File: src/rtl/pow_job_sequencer.sv
// Job FIFO and issue/ack sequencer in front of the iterative power unit (A^B).
// Optional trivial-exponent short-circuit enabled by defining POWSEQ_BYPASS_EN.
module pow_job_sequencer #(
    parameter int DEPTH = 4,
    parameter int AW    = 2,
    parameter int TAGW  = 8
) (
    input  logic            Clk,
    input  logic            Rst,
    input  logic            in_valid,
    output logic            in_ready,
    input  logic [31:0]     in_a,
    input  logic [31:0]     in_b,
    output logic            out_valid,
    input  logic            out_ready,
    output logic [63:0]     out_r,
    output logic [TAGW-1:0] out_tag,
    output logic [31:0]     pow_a,
    output logic [31:0]     pow_b,
    output logic            pow_start,
    input  logic [63:0]     pow_r,
    input  logic            pow_ack
);

    // state | meaning
    // IDLE  | waiting for a queued job and a free result buffer
    // ISSUE | pow_start pulse to the power unit
    // CLR   | waiting for the previous job's ack to drop
    // WAIT  | waiting for the unit's ack; capture R on it
    // DONE  | publish result and tag, advance tag counter
    typedef enum logic [2:0] {
        IDLE  = 3'd0,
        ISSUE = 3'd1,
        CLR   = 3'd2,
        WAIT  = 3'd3,
        DONE  = 3'd4
    } state_t;

    state_t state, state_nxt;

    logic [31:0]     fifo_a [DEPTH];
    logic [31:0]     fifo_b [DEPTH];
    logic [AW-1:0]   wr_ptr;
    logic [AW-1:0]   rd_ptr;
    logic [AW:0]     count;
    logic            full;
    logic            empty;
    logic            push;
    logic            pop;
    logic [31:0]     head_a;
    logic [31:0]     head_b;
    logic [TAGW-1:0] tag_cnt;
    logic            load_job;
    logic            cap_r;
    logic            cap_byp;
    logic            set_valid;
    logic            byp_hit;
    logic [63:0]     byp_r;

    // Full blocks a push even when a pop happens in the same cycle.
    assign full     = (count == (AW+1)'(DEPTH));
    assign empty    = (count == '0);
    assign in_ready = !Rst && !full;
    assign push     = in_valid && in_ready;
    assign head_a   = fifo_a[rd_ptr];
    assign head_b   = fifo_b[rd_ptr];

    always_ff @(posedge Clk) begin
        if (push) begin
            fifo_a[wr_ptr] <= in_a;
            fifo_b[wr_ptr] <= in_b;
        end
    end

    always_ff @(posedge Clk) begin
        if (Rst) begin
            wr_ptr <= '0;
            rd_ptr <= '0;
            count  <= '0;
        end else begin
            if (push) begin
                wr_ptr <= wr_ptr + 1'b1;
            end
            if (pop) begin
                rd_ptr <= rd_ptr + 1'b1;
            end
            case ({push, pop})
                2'b10:   count <= count + 1'b1;
                2'b01:   count <= count - 1'b1;
                default: count <= count;
            endcase
        end
    end

`ifdef POWSEQ_BYPASS_EN
    always_comb begin
        byp_hit = 1'b1;
        byp_r   = '0;
        if (head_b == 32'd0) begin
            byp_r = 64'd1;
        end else if (head_b == 32'd1) begin
            byp_r = {32'd0, head_a};
        end else if (head_a == 32'd0) begin
            byp_r = 64'd0;
        end else if (head_a == 32'd1) begin
            byp_r = 64'd1;
        end else begin
            byp_hit = 1'b0;
        end
    end
`else
    assign byp_hit = 1'b0;
    assign byp_r   = '0;
`endif

    always_ff @(posedge Clk) begin
        if (Rst) begin
            state <= IDLE;
        end else begin
            state <= state_nxt;
        end
    end

    always_comb begin
        state_nxt = state;
        pop       = 1'b0;
        load_job  = 1'b0;
        cap_r     = 1'b0;
        cap_byp   = 1'b0;
        set_valid = 1'b0;
        pow_start = 1'b0;
        case (state)
            IDLE: begin
                // A single result buffer: hold off until the previous result is taken.
                if (!empty && !out_valid) begin
                    pop = 1'b1;
                    if (byp_hit) begin
                        cap_byp   = 1'b1;
                        state_nxt = DONE;
                    end else begin
                        load_job  = 1'b1;
                        state_nxt = ISSUE;
                    end
                end
            end
            ISSUE: begin
                pow_start = !Rst;
                state_nxt = CLR;
            end
            CLR: begin
                if (!pow_ack) begin
                    state_nxt = WAIT;
                end
            end
            WAIT: begin
                if (pow_ack) begin
                    cap_r     = 1'b1;
                    state_nxt = DONE;
                end
            end
            DONE: begin
                set_valid = 1'b1;
                state_nxt = IDLE;
            end
            default: state_nxt = IDLE;
        endcase
    end

    always_ff @(posedge Clk) begin
        if (Rst) begin
            pow_a     <= '0;
            pow_b     <= '0;
            out_r     <= '0;
            out_tag   <= '0;
            out_valid <= 1'b0;
            tag_cnt   <= '0;
        end else begin
            if (load_job) begin
                pow_a <= head_a;
                pow_b <= head_b;
            end
            // out_valid is always low here, so out_r never changes under a held result.
            if (cap_r) begin
                out_r <= pow_r;
            end else if (cap_byp) begin
                out_r <= byp_r;
            end
            if (set_valid) begin
                out_valid <= 1'b1;
                out_tag   <= tag_cnt;
                tag_cnt   <= tag_cnt + 1'b1;
            end else if (out_valid && out_ready) begin
                out_valid <= 1'b0;
            end
        end
    end

endmodule

File: config.mk
export PLATFORM = sky130hd
export DESIGN_NAME = pow_job_sequencer
export DESIGN_NICKNAME = d
export VERILOG_FILES = /design/src/rtl/pow_job_sequencer.sv
export SDC_FILE = /design/constraint.sdc
export NUM_CORES = 1
export LEC_CHECK = 0
export ABC_AREA = 1
export BUFFER_PORTS_ARGS = -buffer_cell sky130_fd_sc_hd__buf_2
export CAP_MARGIN = 15
export CORE_MARGIN = 8
export CORE_UTILIZATION = 45
export CTS_CLUSTER_DIAMETER = 100
export CTS_CLUSTER_SIZE = 24
export DETAILED_ROUTE_END_ITERATION = 16
export PLACE_DENSITY = 0.75
export SLEW_MARGIN = 10
export SYNTH_ARGS = -nofsm -noshare
export SYNTH_HDL_FRONTEND = slang
export SYNTH_SLANG_ARGS = --single-unit
File: constraint.sdc
create_clock -name Clk -period 5.8 [get_ports Clk]
set_clock_uncertainty 0.1 [all_clocks]
set_input_delay 1.74 -clock Clk [delete_from_list [all_inputs] [get_ports Clk]]
set_output_delay 1.74 -clock Clk [all_outputs]
set_load 0.02 [all_outputs]
==> results of run 1 <==
## worst register-to-register path, cell delays in order (launching register included)
cell,delay (ps)
dfxtp_4,810
clkinv_2,420
buf_4,520
o21ai_0,370
nand2_1,80
nor2_1,170
nor2_1,80
## stage by stage
| step | hold slack (ps) | setup slack (ps) |
|---|---|---|
| final | 362 | 1370 |
| after global routing | 376 | 1320 |
| after CTS | 363 | 1370 |
| after detailed placement | 350 | 1370 |
| after global placement | 344 | 1400 |
| after floorplan | 345 | 487 |
## layer usage
metal | part of all wire [%] | up-vias | global-route usage (%)
li1 | - | 5475 | -
met1 | 42 | 5326 | 21.1
met2 | 47 | 379 | 29.4
met3 | 8.5 | 64 | 4.96
met4 | 2.2 | 16 | 4.23
met5 | 0.23 | - | 0
## registers in the layout, indices dropped and copies added (netlist names)
register / count
state: 3
out_tag: 8
out_r: 64
pow_b: 32
tag_cnt: 8
wr_ptr: 2
fifo_a: 128
out_valid: 1
pow_a: 32
rd_ptr: 2
fifo_b: 128
count: 3
## power breakdown
part	total, mW	internal [mW]	switching, mW
Combinational	2.05	0.611	1.44
Sequential	3.54	3.38	0.157
Clock	1.62	0.727	0.889
Total	7.20	4.72	2.49
## final cells by class
type / instances / area [um^2] / share of cell area, %
antenna: 3 / 7.51 / 0.0421
timing repair buffer: 286 / 1520 / 8.51
inverter: 30 / 114 / 0.638
tap: 455 / 569 / 3.19
clock buffer: 36 / 603 / 3.38
multi-input combinational: 960 / 4210 / 23.6
clock inverter: 2 / 28.8 / 0.161
sequential: 411 / 10800 / 60.5
## logic make-up after synthesis
family,after synthesis,synth area share (%)
flip-flops,411,69.3
AND/OR/NAND/NOR,665,16.9
XOR/XNOR,1,0.0563
adder cells (fa/ha/maj),7,0.611
AO/OA/AOI/OAI,287,9.23
buffers and inverters,125,3.95
## placed cells by master, fill, tap and decap left out, drive strengths merged
cell type  count
a21oi         79
buf          286
clkbuf        36
clkinv         1
dfxtp        155
diode          3
edfxtp       256
fa             1
ha             6
inv           31
nand2        164
nand3         76
nand4          2
nor2         421
nor3           2
o21ai        208
xor2           1
## worst paths after layout
kind,endpoint,slack [ps],cells after the start
worst max-delay path,in_ready,1370,3
worst min-delay path,out_r[38],360,2
worst max register to register,pow_b[25],3150,6
worst min register to register,out_r[38],360,2
==> metrics.txt, run 1 <==
status=complete, no violations; actual slew at the worst max-slew pin=1040 ps; Non-Filler Instances=2183; Slowest cell on crit path=buf_2; cts bufs inserted=21; hold-fix buffers at CTS=0; RSZ-0062 raised after global routing=false; Fin. Hold Viols=0; Final period util=76.3%; CTS Sinks=roughly 410; most frequent cell after synthesis=nor2_1; CP Capture Type=primary output; fmax=226 MHz; max_slew headroom=between 30% and 40%; area grow syn2layout=14.6%; DRT iter0 DRCs=744; CTS H-tree depth=1; sequential cell area fraction in the yosys report=roughly 69%; post-cts resize count=0; Syn Nets=1636; area leader, netlist=edfxtp_1; Seq cells post-synth=411; total number of vias=approximately 11000; row cnt=68; vias in the first global route=11000; Residual DRC=0; Vias/cell=just over 5; Post-Route WL=36700 um; largest net degree at the start of global routing=118; CP Class=input pin to primary output; Post-synth EDFFs=approximately 260; max incr delay on CP=450 ps; Core Box Area=34300 um^2; Post-Route Utilization=52.0%; DIE AREA=between 40000 and 50000 um^2; Hold Crit Start=out_r[38]; fill count=2915; setup TNS=0 ps; largest cells by area after synthesis=edfxtp_1 49%, dfxtp_1 20%, nor2_1 10%; final instance area=17800 um^2; HPWL Detailed=22400 um; top-area cell type share of the netlist area=49.4%; first-pass GRT wire length=~58000 um; Synth cell types=24; Lkg Pwr=about 7.0 nW; I/O pin total=272; top_reg_cell synth=edfxtp_1; Total GRT Usage=17.2%; Warnings, synthesis=0; WP buf/inv=2; ANT nets after route=0; Top cell by count, worst path=buf_2; input/output buffers=between 200 and 300; CTS tree=yes; share of post-route cells with drive strength above 1=19.0%; post-layout min period=4430 ps; Slew Limit Fails=0; critical path startpoint=Rst; Pwr Total=7.20 mW; Syn Std Cell Area=15600 um^2; Max VDD drop=0.000390 V; Worst Path Arrival=2590 ps; initial antenna violation count=11; clk buf depth=3; cell chain of the critical path=buf_2 > a21oi_1 > buf_2; grt total ovfl=0; die width=202 um; max-cap violation count=0; Hold WC Path Type=flop to flop; Die H=~200 um; average size of a mapped cell=10.4 um^2; Post-CTS Setup Bufs=0; top post-synthesis cells by count=417 x nor2_1, 256 x edfxtp_1, 194 x o21ai_0; Crit path max-delay family=buffers and inverters; Setup crit start kind=input pin; DP Area=17200 um^2; Critical Path RT=3960 ps; Power per Cell Area=~400 nW/um^2; CTS root buf=clkbuf_16; worst skew pair latency=540 ps; Starting Density=45.4%; wire per inst=16.8 um; drt pass-1 iters=5; cells after synthesis=1496; placed insts=2141; CTS clk-pin slew, worst paths=roughly 90 ps; GPL Wtd Cong=roughly 0.83; Post-synth ARST share=0%; worst-path fanout max=30; Final Setup Violations=0; final net count=between 1500 and 2000; r2r startpoint=rd_ptr[0]
Note: power is estimated with default switching activity, not from simulation.
==> run 2: changes to the inputs <==
--- a/config.mk
+++ b/config.mk
@@ -13,7 +13,7 @@
 export CTS_CLUSTER_DIAMETER = 100
 export CTS_CLUSTER_SIZE = 24
 export DETAILED_ROUTE_END_ITERATION = 16
-export PLACE_DENSITY = 0.75
+export PLACE_DENSITY = 0.78
 export SLEW_MARGIN = 10
 export SYNTH_ARGS = -nofsm -noshare
 export SYNTH_HDL_FRONTEND = slang
==> constraint.sdc (replaced) <==
create_clock -name Clk -period 3.8 [get_ports Clk]
set_clock_uncertainty 0.1 [all_clocks]
set_input_delay 1.14 -clock Clk [delete_from_list [all_inputs] [get_ports Clk]]
set_output_delay 1.14 -clock Clk [all_outputs]
set_load 0.02 [all_outputs]
==> run 2 against run 1 <==
Net effect: first-iteration DRC count is 1.9% lower; sequential power is 53% higher; largest cell class unchanged; die area stayed put; largest power group unchanged; count of clock-buffer cells in the layout is 3 lower.
==> metrics.txt, run 2 (synthesis results as in run 1) <==
most frequent cells in the layout=413 x nor2_1, 271 x buf_2, 256 x edfxtp_1; DIE AREA=40800 um^2 (unchanged); vias in the first global route=11200 (+2.0%); Vias/cell=5.22 (+1.3%); first-pass GRT wire length=58400 um (+1.3%); max incr delay on CP=240 ps (-210 ps); internal power=7.17 mW (+52%); largest net degree at the start of global routing=93 (-21%); Slowest cell on crit path=a21oi_1; Slew Limit Fails=0 (unchanged); hold-fix buffers at CTS=0 (unchanged); CTS H-tree depth=1 (unchanged); HPWL Detailed=23100 um (+2.8%); input/output buffers=271 (unchanged); Hold WS=361 ps (-0.929 ps); GPL Wtd Cong=0.799 (-3.4%); DRT iter0 DRCs=730 (-1.9%); Final period util=81.1%; fmax=approximately 320 MHz; Starting Density=45.4% (unchanged); placed insts=2144 (+0.14%); area grow syn2layout=14.8%; Lkg Pwr=6.97 nW (+0.16%); Pwr Total=11.0 mW (+53%); Non-Filler Instances=2183 (unchanged); status=complete, no violations; R2R Setup Slk=1330 ps (-1820 ps); CP Class=input pin to primary output; Residual DRC=0 (unchanged); Total GRT Usage=17.5% (+0.32 points); Worst Path Arrival=1840 ps (-750 ps); Post-CTS Setup Bufs=0 (unchanged); most common cell after layout, fill and taps aside=nor2_1; Power per Cell Area=616 nW/um^2 (+53%); Sw Pwr=3.84 mW (+54%); Comb pwr share=28.8% (+0.3 points); Fin. Hold Viols=0 (unchanged); Top cell by count, worst path=buf_2; post-cts resize count=0 (unchanged); wire per inst=17.2 um (+2.1%); biggest regs=fifo_a: 128 flops, fifo_b: 128 flops, out_r: 64 flops; actual slew at the worst max-slew pin=980 ps (-63.7 ps); sequential power share=49.3% (+0.2 points); ANT nets after route=0 (unchanged); Setup crit start kind=input pin; CP Capture Type=primary output; final net count=1853 (+0.16%); Sw Share=34.9% (+0.36 points); max-cap violation count=0 (unchanged); final instance area=17900 um^2 (+0.15%); Final Setup Violations=0 (unchanged); post-layout min period=3080 ps; Die H=202 um (unchanged); RSZ-0062 raised after global routing=false; clk buf depth=3 (unchanged); cts bufs inserted=21 (unchanged); die width=202 um (unchanged); max_slew headroom=34.6% (+4.2 points); row cnt=68 (unchanged); worst-path fanout max=16 (-47%); initial antenna violation count=12 (+1); fill count=2946 (+1.1%); total number of vias=11400 (+1.3%); Post-Route WL=37400 um (+2.1%); CTS clk-pin slew, worst paths=80 ps (about the same); CTS Sinks=411 (unchanged); Critical Path RT=2560 ps (-1400 ps); clock network power share=21.9% (-0.5 points); worst skew pair latency=540 ps (about the same); Hold WC Path Type=flop to flop; I/O pin total=272 (unchanged); cell chain of the critical path=buf_2 > a21oi_1 > buf_2; Core Box Area=34300 um^2 (unchanged); CTS tree=yes; CTS root buf=clkbuf_16; share of post-route cells with drive strength above 1=19.1% (+0.16 points); drt pass-1 iters=7 (+2); grt total ovfl=0 (unchanged); DP Area=17200 um^2 (+0.32%); Max VDD drop=0.000619 V (+59%)
run 2: cell count changes in the layout (fill, tap and decap cells not counted):
cell       change
buf_12         +2
clkbuf_1       -2
buf_4          +1
clkbuf_16      -1
clkinv_8       +1
diode_2        -1
inv_16         -1
inv_8          +1
nand3_2        -1
nand3_4        +1
run 2: final cells by class:
class | count | area [um^2] | share of cell area (%)
inverters | 30 | 114 | 0.637
multi-input cells | 960 | 4210 | 23.6
clock buffers | 33 | 571 | 3.19
diodes | 2 | 5.00 | 0.0280
well taps | 455 | 569 | 3.19
clock inverters | 3 | 36.3 | 0.203
repair buffers | 289 | 1570 | 8.77
flip-flops and latches | 411 | 10800 | 60.4
run 2: worst max-delay path, delay by kind of cell:
kind | cells | cell delay, ps
compound gates | 1 | 240
buf+inv | 2 | 450
run 2: path summary, 6_finish.rpt:
kind,from,cells after the start,endpoint
worst min-delay path,out_r[57],2,out_r[57]
worst max register to register,rd_ptr[0],6,pow_b[26]
worst min register to register,out_r[57],2,out_r[57]
worst max-delay path,Rst,3,in_ready
run 2: power by group through the flow:
stage	clock network, mW	logic (mW)	registers [mW]
floorplan	0	2.03	5.74
global route	2.64	3.59	5.47
CTS	2.51	3.22	5.42
finish	2.41	3.17	5.42
detailed placement	0	3.20	5.52
global placement	0	3.09	5.50
run 2: metal layers:
metal / part of all wire (%) / track usage (%) / up-vias
met5: 0.29 / 0 / -
met4: 2.7 / 5.04 / 20
met3: 8.4 / 4.80 / 65
met2: 48 / 30.7 / 413
met1: 40 / 20.8 / 5438
li1: - / - / 5468
run 2: stage by stage:
step | util [%] | TNS (ps) | setup slack, ps
after floorplan | - | -233620 | -913
after global placement | 50.3 | 0 | 729
after detailed placement | 50.3 | 0 | 704
after CTS | 52.0 | 0 | 709
after global routing | 52.1 | 0 | 649
final | 52.1 | 0 | 719
